**config.mk**
```make
export PLATFORM = sky130hd
export DESIGN_NAME = branch_resolve_unit
export DESIGN_NICKNAME = d
export VERILOG_FILES = /design/src/rtl/branch_resolve_unit.sv
export SDC_FILE = /design/constraint.sdc
export NUM_CORES = 1
export LEC_CHECK = 0
export BUFFER_PORTS_ARGS = -buffer_cell sky130_fd_sc_hd__buf_2
export CELL_PAD_IN_SITES_DETAIL_PLACEMENT = 0
export CELL_PAD_IN_SITES_GLOBAL_PLACEMENT = 1
export CORE_ASPECT_RATIO = 1.25
export CORE_UTILIZATION = 30
export DETAILED_ROUTE_END_ITERATION = 10
export GPL_TIMING_DRIVEN = 0
export PLACE_DENSITY_LB_ADDON = 0.25
export SETUP_SLACK_MARGIN = 0.3
export SYNTH_ARGS = -nofsm -noshare
export SYNTH_HDL_FRONTEND = slang
export SYNTH_SLANG_ARGS = --single-unit
```
**constraint.sdc**
```tcl
create_clock -name clk -period 4.1 [get_ports clk]
set_input_delay 0.82 -clock clk [delete_from_list [all_inputs] [get_ports clk]]
set_output_delay 0.82 -clock clk [all_outputs]
set_load 0.02 [all_outputs]
```
**src/rtl/branch_resolve_unit.sv**
```systemverilog
// Registered branch resolution stage: evaluates the conditional-branch funct3 set, checks
// the fetch prediction and holds the redirect in a one-entry valid/ready output register.
// Optional performance counters are built only when BRU_PERF_CNT_EN is defined.
module branch_resolve_unit #(
    parameter int unsigned XLEN  = 32,
    parameter int unsigned CNT_W = 32
) (
    input  logic            clk,
    input  logic            rst,
    input  logic            flush,
    input  logic            in_valid,
    output logic            in_ready,
    input  logic [2:0]      in_funct3,
    input  logic [XLEN-1:0] in_src1,
    input  logic [XLEN-1:0] in_src2,
    input  logic [XLEN-1:0] in_pc,
    input  logic [XLEN-1:0] in_imm,
    input  logic            in_pred_taken,
    output logic            out_valid,
    input  logic            out_ready,
    output logic            out_taken,
    output logic            out_mispredict,
    output logic [XLEN-1:0] out_redirect_pc,
    output logic            out_illegal
`ifdef BRU_PERF_CNT_EN
    ,
    output logic [CNT_W-1:0] perf_branches,
    output logic [CNT_W-1:0] perf_mispredict
`endif
);

    typedef enum logic {
        EMPTY = 1'b0,
        FULL  = 1'b1
    } state_e;

    state_e          state_q;
    logic            taken_q;
    logic            mispredict_q;
    logic            illegal_q;
    logic [XLEN-1:0] redirect_q;

    logic            taken_d;
    logic            mispredict_d;
    logic            illegal_d;
    logic [XLEN-1:0] redirect_d;
    logic            accept;

    assign out_valid       = (state_q == FULL);
    assign in_ready        = ~out_valid | out_ready;
    assign accept          = in_valid & in_ready;
    assign out_taken       = taken_q;
    assign out_mispredict  = mispredict_q;
    assign out_illegal     = illegal_q;
    assign out_redirect_pc = redirect_q;

    always_comb begin
        taken_d   = 1'b0;
        illegal_d = 1'b0;
        case (in_funct3)
            3'b000:  taken_d = (in_src1 == in_src2);
            3'b001:  taken_d = (in_src1 != in_src2);
            3'b100:  taken_d = ($signed(in_src1) <  $signed(in_src2));
            3'b101:  taken_d = ($signed(in_src1) >= $signed(in_src2));
            3'b110:  taken_d = (in_src1 <  in_src2);
            3'b111:  taken_d = (in_src1 >= in_src2);
            default: illegal_d = 1'b1;
        endcase
        // Illegal ops resolve not-taken, so a taken prediction reads as a mispredict.
        mispredict_d = taken_d ^ in_pred_taken;
        redirect_d   = taken_d ? (in_pc + in_imm) : (in_pc + XLEN'(4));
    end

    always_ff @(posedge clk) begin
        if (rst) begin
            state_q      <= EMPTY;
            taken_q      <= 1'b0;
            mispredict_q <= 1'b0;
            illegal_q    <= 1'b0;
            redirect_q   <= '0;
        end else if (flush) begin
            state_q <= EMPTY;
        end else begin
            case (state_q)
                EMPTY: begin
                    if (accept) begin
                        taken_q      <= taken_d;
                        mispredict_q <= mispredict_d;
                        illegal_q    <= illegal_d;
                        redirect_q   <= redirect_d;
                        state_q      <= FULL;
                    end
                end
                FULL: begin
                    if (accept) begin
                        taken_q      <= taken_d;
                        mispredict_q <= mispredict_d;
                        illegal_q    <= illegal_d;
                        redirect_q   <= redirect_d;
                    end else if (out_ready) begin
                        state_q <= EMPTY;
                    end
                end
                default: state_q <= EMPTY;
            endcase
        end
    end

`ifdef BRU_PERF_CNT_EN
    logic [CNT_W-1:0] perf_branches_q;
    logic [CNT_W-1:0] perf_mispredict_q;

    assign perf_branches   = perf_branches_q;
    assign perf_mispredict = perf_mispredict_q;

    always_ff @(posedge clk) begin
        if (rst) begin
            perf_branches_q   <= '0;
            perf_mispredict_q <= '0;
        end else if (accept && !flush) begin
            if (perf_branches_q != '1) begin
                perf_branches_q <= perf_branches_q + CNT_W'(1);
            end
            if (mispredict_d && (perf_mispredict_q != '1)) begin
                perf_mispredict_q <= perf_mispredict_q + CNT_W'(1);
            end
        end
    end
`else
    if (CNT_W == 0) begin : g_cnt_w_zero
    end
`endif

endmodule

```
Word level (Yosys, flattened, before mapping)
Cells that the tools add are included.
W data, S select, Z words.

word-level totals
  register bits after elaboration = 36
  output and inout port bits = 37
  word-level logic and storage cells = 38

cells by class
  $add $sub $neg = 2
  magnitude comparators = 4
  eq/ne operators = 7
  muxes and demuxes = 11
  bitwise logic cells = 5
  reductions and logical operators = 4

operators with widths
  operator                 number
  $ge A32 B32 Y1           2
  $lt A32 B32 Y1           2
  $mux W32                 2
  $add A32 B3 Y32 const B  1
  $add A32 B32 Y32         1
  $eq A32 B32 Y1           1
  $ne A32 B32 Y1           1
  $eq A3 B3 Y1 const B     4
  $mux W1                  7
  $pmux W1 S6              1
  $reduce_or A6 Y1         1
  $eq A3 B1 Y1 const B     1
  $logic_not A3 Y1         1
  $not A1 Y1               2
  $pmux W1 S2              1
  $reduce_and A2 Y1        1
  $reduce_or A2 Y1         1
  $and A1 B1 Y1            1
  $or A1 B1 Y1             1
  $xor A1 B1 Y1            1

Depth between registers and ports, before layout
Gate-level depths: netlist (run 1).

  word-level depth = 5
  mapped depth = 14
  depth with buffers taken out = 13

Least setup slack after synthesis (run 1)
No wires, ideal clock.

  path type = input to register
  from = in in_src2[21]
  to = reg redirect_q[23] (netlist: out_redirect_pc[23])
  library setup time = 0.131 ns
  data arrival time = 3.210 ns
  required time = 3.969 ns
  slack = 0.758 ns
  stages = 14
  path buffers = 2
  cell sequence = inv_1 ha_1 a21o_1 a21o_1 a221oi_1 o221ai_1 a21oi_2 mux2i_1 a222oi_1 buf_4 buf_4 nor2_1 a211oi_1 nor3_1

between the ends
  cells in the longest elaborated chain, start to end = 4
  elaborated cells on any way between the ends = 9

RTL lines
  what                                          RTL line  source
  start: declaration                            15        input logic [XLEN-1:0] in_src2,
  $ge A32 B32 Y1, or another cell as far along  66        3'b111: taken_d = (in_src1 >= in_src2);
  $pmux W1 S6 (*)                               60        case (in_funct3)
  $mux W32 (*)                                  71        redirect_d = taken_d ? (in_pc + in_imm) : (in_pc + XLEN'(4));
  $mux W32 (*)                                  86, 95
  end signal: assignment                        90        redirect_q <= redirect_d;
  end signal: assignment                        99        redirect_q <= redirect_d;
  end: declaration                              41        logic [XLEN-1:0] redirect_q;

Every way passes the cells marked *; elsewhere a longest branch is shown, timed or not. The select of a mux whose other input is x is not followed.
A chain may end at the register's enable or synchronous reset.

Worst setup path in the final report (run 1)
  from = in in_pc[12]
  to = reg redirect_q[23] (netlist: out_redirect_pc[23])

between the ends
  cells in the longest elaborated chain, start to end = 3
  elaborated cells on any way between the ends = 4

RTL lines
  what                                                 RTL line  source
  start: declaration                                   16        input logic [XLEN-1:0] in_pc,
  $add A32 B3 Y32 or $add A32 B32 Y32 (tied branches)  71
  $mux W32 (*)                                         71
  $mux W32 (*)                                         86, 95

Marks and branches as above.

==> results.toml, run 1 <==
[run_status]
status = "finished clean"

[grt]
antenna_found_initial = 0
grt_pass1_wl_um = 23600
grt_usage_pct = 19.5
maximum_number_of_pins_on_one_net_before_global_route_repair = 12
via_count_of_the_first_global_routing_pass = 4676
gr-max-usage-layer = "met2"
grt.met2_usage_pct = 36.5
met3_usage_pct = 2.46
gr-usage-met1_pct = 23.7
grt.overflow.total = 0

[placed_design]
dpl_cell_area_sq_mm = 0.00550
port-buffer-count = 173
place_congestion = 0.895
place_hpwl_um = 12700

[final_layout]
seqCellArea_sq_um = 721
final_cell_area_sq_mm = 0.00570
most-common-layout-cells = "176 x sky130_fd_sc_hd__buf_2, 72 x sky130_fd_sc_hd__nand2_1, 64 x sky130_fd_sc_hd__ha_1"
area_growth_syn_to_layout_pct = 29.3
number_of_inserted_diodes = 0
mostFrequentLayoutCell = "sky130_fd_sc_hd__buf_2"
drive_gt1_share_pct = 24.3
fillerInstances = 1565
multiInputGateArea_sq_mm = 0.00343
final_util_pct = 39.7
fin_nets = 994

[clock_network]
clock_tree.htree_level_count = 2
tritoncts_clock_tree = "built"
root_buffer = "sky130_fd_sc_hd__clkbuf_16"
cts_hold_repair.buffers = 0
clk_path_buf_depth = 2
clock_insertion_delay_worst_skew_ps = 270
cts_buffers = 5
clk_pin_slew_worst_paths_ps = 60
tritoncts_num_sinks = 36

[die]
area_of_the_core_region_sq_mm = 0.0143
chipWidth_um = 110
floorplan.rows = 49
floorplan.initialDensity_pct = 30.7
floorplan.die_area_sq_mm = 0.0152
die_h_um = 138
ioPinCount = 174

[synthesis]
synthesis.nets = 812
synthCells = 610
synth_area_leader = "sky130_fd_sc_hd__ha_1"
post_synth_instance_area_sq_mm = 0.00441
yosys_register_bits = 36
synth-async-reset-ratio_pct = 0
post_synth.cell_area_avg_sq_um = 7.23
ys_types = 52
netlist_top_cells_area = "sky130_fd_sc_hd__ha_1 18%, sky130_fd_sc_hd__dfxtp_1 16%, sky130_fd_sc_hd__a21oi_1 6.8%, sky130_fd_sc_hd__xnor2_1 6.2%, sky130_fd_sc_hd__nand2_1 6.1%"
synth_flop_cell = "sky130_fd_sc_hd__dfxtp_1"
ys_seq_area_share_pct = 16.3
synth-warning-count = 0
synthDominantCellAreaShare_pct = 18.2
number_of_flops_mapped_to_enable_cells_by_yosys = 0

[power_and_ir_drop]
power-per-cell-area_mw_per_mm2 = 261
static-leakage-power_nw = 2.85
worst_ir_drop_vdd_v = 0.000144

[setup_path]
highest_net_fanout_along_the_worst_path = 7
worst_r2r_startpoint = "out_valid"
worstReg2RegEnd = "out_redirect_pc[13]"
worstSetupEndpoint = "out_redirect_pc[23]"
endpoint_kind_of_the_worst_setup_timing_path = "flip-flop"
arrival_ps = 3680
crit_path_start = "in_pc[12]"
cp-start-kind = "primary input"
reg2reg_depth = 5
setup_slack_of_the_most_critical_reg_to_reg_path_ps = 1640
crit_required_ps = 4240
critPathKind = "in2reg"

[detailed_routing]
dr.first_iter.drc_count = 219
drc_errors = 0
routed_wire_per_std_cell_um = 15.5
detailroute.via_count = 4904
route.detailed.vias_per_inst = 5.05
drt-pass1-iter-count = 5
wirelength_um = 15100
antenna_violating_nets_post_route = 0

[sta]
fin_hold_ws_ps = 454
layout_worst_path_cycle_share_pct = 86.4
rsz_0062_raised_after_global_routing = "false"
setup-violations-final = 0
tightest_slew_ps = 1280
setup_total_negative_slack_ps = 0
final-hold-violation-count = 0
slew_headroom_pct = 14.3
period_minus_slack_ps = 3540
final_max_slew_viol_count = 0
max_clock_freq_mhz = 282
finClkSkew_ps = 2.41

[flow_run]
cap_violations = 0

[hold_path]
min_delay_path_class = "reg2reg"
==> what timing repair did <==
| action | CTS | global route |
|---|---|---|
| gates resized for setup | 0 | 2 |
| pin swaps | 1 | 1 |
| hold endpoints to repair | 0 | 0 |
| endpoints found under the setup margin | 1 | 33 |
| setup buffers | 0 | 2 |
==> worst min-delay path by stage <==
| stage | startpoint | to | depth (start not counted) | slack, ps |
|---|---|---|---|---|
| finish | out_redirect_pc[27] | out_redirect_pc[27] | 2 | 450 |
| global route | out_taken | out_taken | 2 | 480 |
| CTS | out_redirect_pc[18] | out_redirect_pc[18] | 2 | 450 |
| detailed placement | out_redirect_pc[18] | out_redirect_pc[18] | 2 | 450 |
| global placement | out_redirect_pc[11] | out_redirect_pc[11] | 2 | 430 |
| floorplan | out_redirect_pc[14] | out_redirect_pc[14] | 2 | 530 |
==> synth_stat cells, drive strengths merged (6+ instances only) <==
| cell | instances |
|---|---|
| o21a | 6 |
| mux2i | 6 |
| nand2 | 72 |
| clkbuf | 10 |
| a211oi | 13 |
| o211ai | 11 |
| a211o | 7 |
| o21ai | 26 |
| and3 | 10 |
| inv | 50 |
| nor2 | 59 |
| dfxtp | 36 |
| a21oi | 61 |
| a21o | 20 |
| ha | 64 |
| xor2 | 19 |
| nand4 | 13 |
| buf | 6 |
| nand3 | 16 |
| xnor2 | 31 |
| nor3 | 16 |
==> worst max-delay path, cell delays in order <==
cell and delay, ps:
sky130_fd_sc_hd__buf_2 130, sky130_fd_sc_hd__ha_1 430, sky130_fd_sc_hd__nand4_1 180, sky130_fd_sc_hd__nor3_1 430
sky130_fd_sc_hd__nand4_1 340, sky130_fd_sc_hd__a21boi_0 410, sky130_fd_sc_hd__a21oi_1 150, sky130_fd_sc_hd__o31ai_1 260
sky130_fd_sc_hd__xnor2_1 140, sky130_fd_sc_hd__a211oi_1 330, sky130_fd_sc_hd__nor3_1 80
==> metal layers <==
metal / share of wire (%) / routed length, um / vias to the layer above
li1: - / - / 2554
met1: 44 / 6630 / 2176
met2: 50 / 7490 / 163
met3: 5.2 / 783 / 11
met4: 1.3 / 192 / 0
met5: 0 / 0 / -
==> cell families after synthesis <==
| logic type | synth area share (%) |
|---|---|
| flops | 16.3 |
| mux | 1.36 |
| buf+inv | 6.04 |
| compound gates | 25.6 |
| fa+ha+maj | 18.6 |
| xor+xnor | 9.93 |
| simple gates | 22.2 |
==> report_power, final <==
group          total, mW  internal (mW)  leakage, nW  switching (mW)
Combinational      0.631          0.264         2.47           0.367
Sequential         0.392          0.376        0.295          0.0160
Clock              0.464          0.320       0.0901           0.144
==> registers in the layout, summed over array words and instances, names as in the netlist <==
register         count
out_valid            1
out_illegal          1
out_mispredict       1
out_taken            1
out_redirect_pc     32
==> cell type report <==
cell class	count	area share, %
Multi-Input combinational cell	508	60.1
Tap cell	178	3.91
Buffer	16	1.38
Sequential cell	36	12.6
Timing Repair Buffer	175	15.4
Clock inverter	1	0.527
Clock buffer	7	2.68
Inverter	50	3.29
==> per-stage QoR <==
step	instances	power (mW)	worst slack (ps)
global route	971	1.59	335
finish	971	1.49	558
detailed placement	961	1.03	-0.598
CTS	969	1.49	308
global placement	961	1.02	32.9
floorplan	610	0.797	758
(Power assumes the default switching activity.)
==> run 2: changes to the inputs <==
==> constraint.sdc (replaced) <==
create_clock -name clk -period 3.4 [get_ports clk]
set_input_delay 0.68 -clock clk [delete_from_list [all_inputs] [get_ports clk]]
set_output_delay 0.68 -clock clk [all_outputs]
set_load 0.02 [all_outputs]
==> results.toml, run 2 (synthesis gave the netlist of run 1 again) <==
[clock_network]
clk_path_buf_depth = 2
tritoncts_num_sinks = 36
cts_hold_repair.buffers = 0
clock_insertion_delay_worst_skew_ps = 280
cts_buffers = 5
clock_tree.htree_level_count = 2
root_buffer = "sky130_fd_sc_hd__clkbuf_16"
tritoncts_clock_tree = "built"
clk_pin_slew_worst_paths_ps = 60

[die]
area_of_the_core_region_sq_mm = 0.0143
floorplan.die_area_sq_mm = 0.0152
chipWidth_um = 110
die_h_um = 138
floorplan.rows = 49
floorplan.initialDensity_pct = 30.7
ioPinCount = 174

[placed_design]
place_congestion = 0.888
dp_worst_setup_slack_ps = -443
place_hpwl_um = 12700
port-buffer-count = 173

[power_and_ir_drop]
worst_ir_drop_vdd_v = 0.000192
power.total_mw = 1.82
power-per-cell-area_mw_per_mm2 = 297
static-leakage-power_nw = 2.96

[sta]
final-hold-violation-count = 0
finClkSkew_ps = 3.54
max_clock_freq_mhz = 328
finalWorstSetupSlack_ps = 347
rsz_0062_raised_after_global_routing = "true"
period_minus_slack_ps = 3050
fin_hold_ws_ps = 450
tightest_slew_ps = 1320
slew_headroom_pct = 12.0
final_max_slew_viol_count = 0
layout_worst_path_cycle_share_pct = 89.8
setup_total_negative_slack_ps = 0
setup-violations-final = 0

[grt]
via_count_of_the_first_global_routing_pass = 4887
grt_usage_pct = 19.8
grt.overflow.total = 0
antenna_found_initial = 0
grt_pass1_wl_um = 24100
maximum_number_of_pins_on_one_net_before_global_route_repair = 11

[detailed_routing]
drc_errors = 0
antenna_violating_nets_post_route = 0
detailroute.via_count = 5019
drt-pass1-iter-count = 4
wirelength_um = 15600
route.detailed.vias_per_inst = 5.11
routed_wire_per_std_cell_um = 15.9
dr.first_iter.drc_count = 158

[final_layout]
fin_nets = 1006
drive_gt1_share_pct = 29.7
fillerInstances = 1529
number_of_inserted_diodes = 0
most-common-layout-cells = "170 x sky130_fd_sc_hd__buf_2, 72 x sky130_fd_sc_hd__nand2_1, 58 x sky130_fd_sc_hd__ha_1"
multiInputGateArea_sq_mm = 0.00365
final_util_pct = 42.7
area_growth_syn_to_layout_pct = 38.8
mostFrequentLayoutCell = "sky130_fd_sc_hd__buf_2"
seqCellArea_sq_um = 721
largest_register_ffs = 32

[setup_path]
crit_path_start = "in_src2[30]"
cp-start-kind = "primary input"
critPathKind = "in2reg"
crit_required_ps = 3600
endpoint_kind_of_the_worst_setup_timing_path = "flip-flop"
worst_r2r_startpoint = "out_valid"
arrival_ps = 3260
highest_net_fanout_along_the_worst_path = 8

[run_status]
status = "finished clean"

[hold_path]
holdCritStartpoint = "out_redirect_pc[11]"
min_delay_path_class = "reg2reg"

[flow_run]
cap_violations = 0
[run 2: cell count changes in the layout (fill, tap and decap cells not counted), moves of 3 or more]
cell,change
sky130_fd_sc_hd__ha_4,+5
sky130_fd_sc_hd__o21ai_0,-8
sky130_fd_sc_hd__ha_1,-6
sky130_fd_sc_hd__buf_4,+6
sky130_fd_sc_hd__buf_2,-6
sky130_fd_sc_hd__o21ai_2,+3
sky130_fd_sc_hd__a211oi_2,+4
sky130_fd_sc_hd__a21oi_1,-6
sky130_fd_sc_hd__a211oi_1,-4
sky130_fd_sc_hd__nor2_1,-3
sky130_fd_sc_hd__buf_6,+3
sky130_fd_sc_hd__a21oi_2,+6
sky130_fd_sc_hd__buf_12,+7
sky130_fd_sc_hd__o21ai_1,+5
[run 2: power by group]
group | internal, mW | switching, mW
combinational | 0.396 | 0.481
clock | 0.293 | 0.178
sequential | 0.453 | 0.0185
[run 2: critical path: stages]
cell	delay (ps)
sky130_fd_sc_hd__buf_2	90
sky130_fd_sc_hd__inv_1	40
sky130_fd_sc_hd__ha_1	280
sky130_fd_sc_hd__nand4_1	120
sky130_fd_sc_hd__or2_1	270
sky130_fd_sc_hd__nor2_2	170
sky130_fd_sc_hd__nand3_2	90
sky130_fd_sc_hd__or2_1	210
sky130_fd_sc_hd__a21o_1	180
sky130_fd_sc_hd__a222oi_1	210
sky130_fd_sc_hd__buf_4	210
sky130_fd_sc_hd__buf_12	150
sky130_fd_sc_hd__buf_12	110
sky130_fd_sc_hd__nor2_2	30
sky130_fd_sc_hd__a211o_1	280
sky130_fd_sc_hd__a21oi_1	140
[run 2: cell type report]
type                       instances  area share (%)
timing repair buffer             187            17.2
buffer                            16            2.23
inverter                          50            3.11
sequential                        36            11.8
multi-input combinational        508            59.7
clock buffer                       8            2.39
tap                              178            3.64
[run 2: path summary, 6_finish.rpt]
kind | slack (ps) | cells past startpoint | to
worst max-delay path | 350 | 16 | out_redirect_pc[27]
worst min-delay path | 450 | 2 | out_redirect_pc[11]
worst min register to register | 450 | 2 | out_redirect_pc[11]
worst max register to register | 930 | 5 | out_redirect_pc[22]
[run 2: through the flow]
stage	instance area, sq um	instances
after floorplan	4440	610
after detailed placement	5520	961
after global placement	5520	961
final	6120	983
after CTS	5760	972
after global routing	6120	983
[run 2: what timing repair did]
item / in CTS / in global routing
gates resized for setup: 20 / 49
buffers inserted: 3 / 10
pin swaps: 5 / 28
endpoints found under the setup margin: 34 / 34
gates cloned: 0 / 1
[run 2: layer usage]
metal  global-route usage [%]  vias to the layer above  routed length (um)
met1                     23.4                     2276                6680
met5                        0                        -                   0
li1                         -                     2571                   -
met3                     2.51                       13                 762
met2                     38.0                      159                7950
met4                     4.37                        0                 232
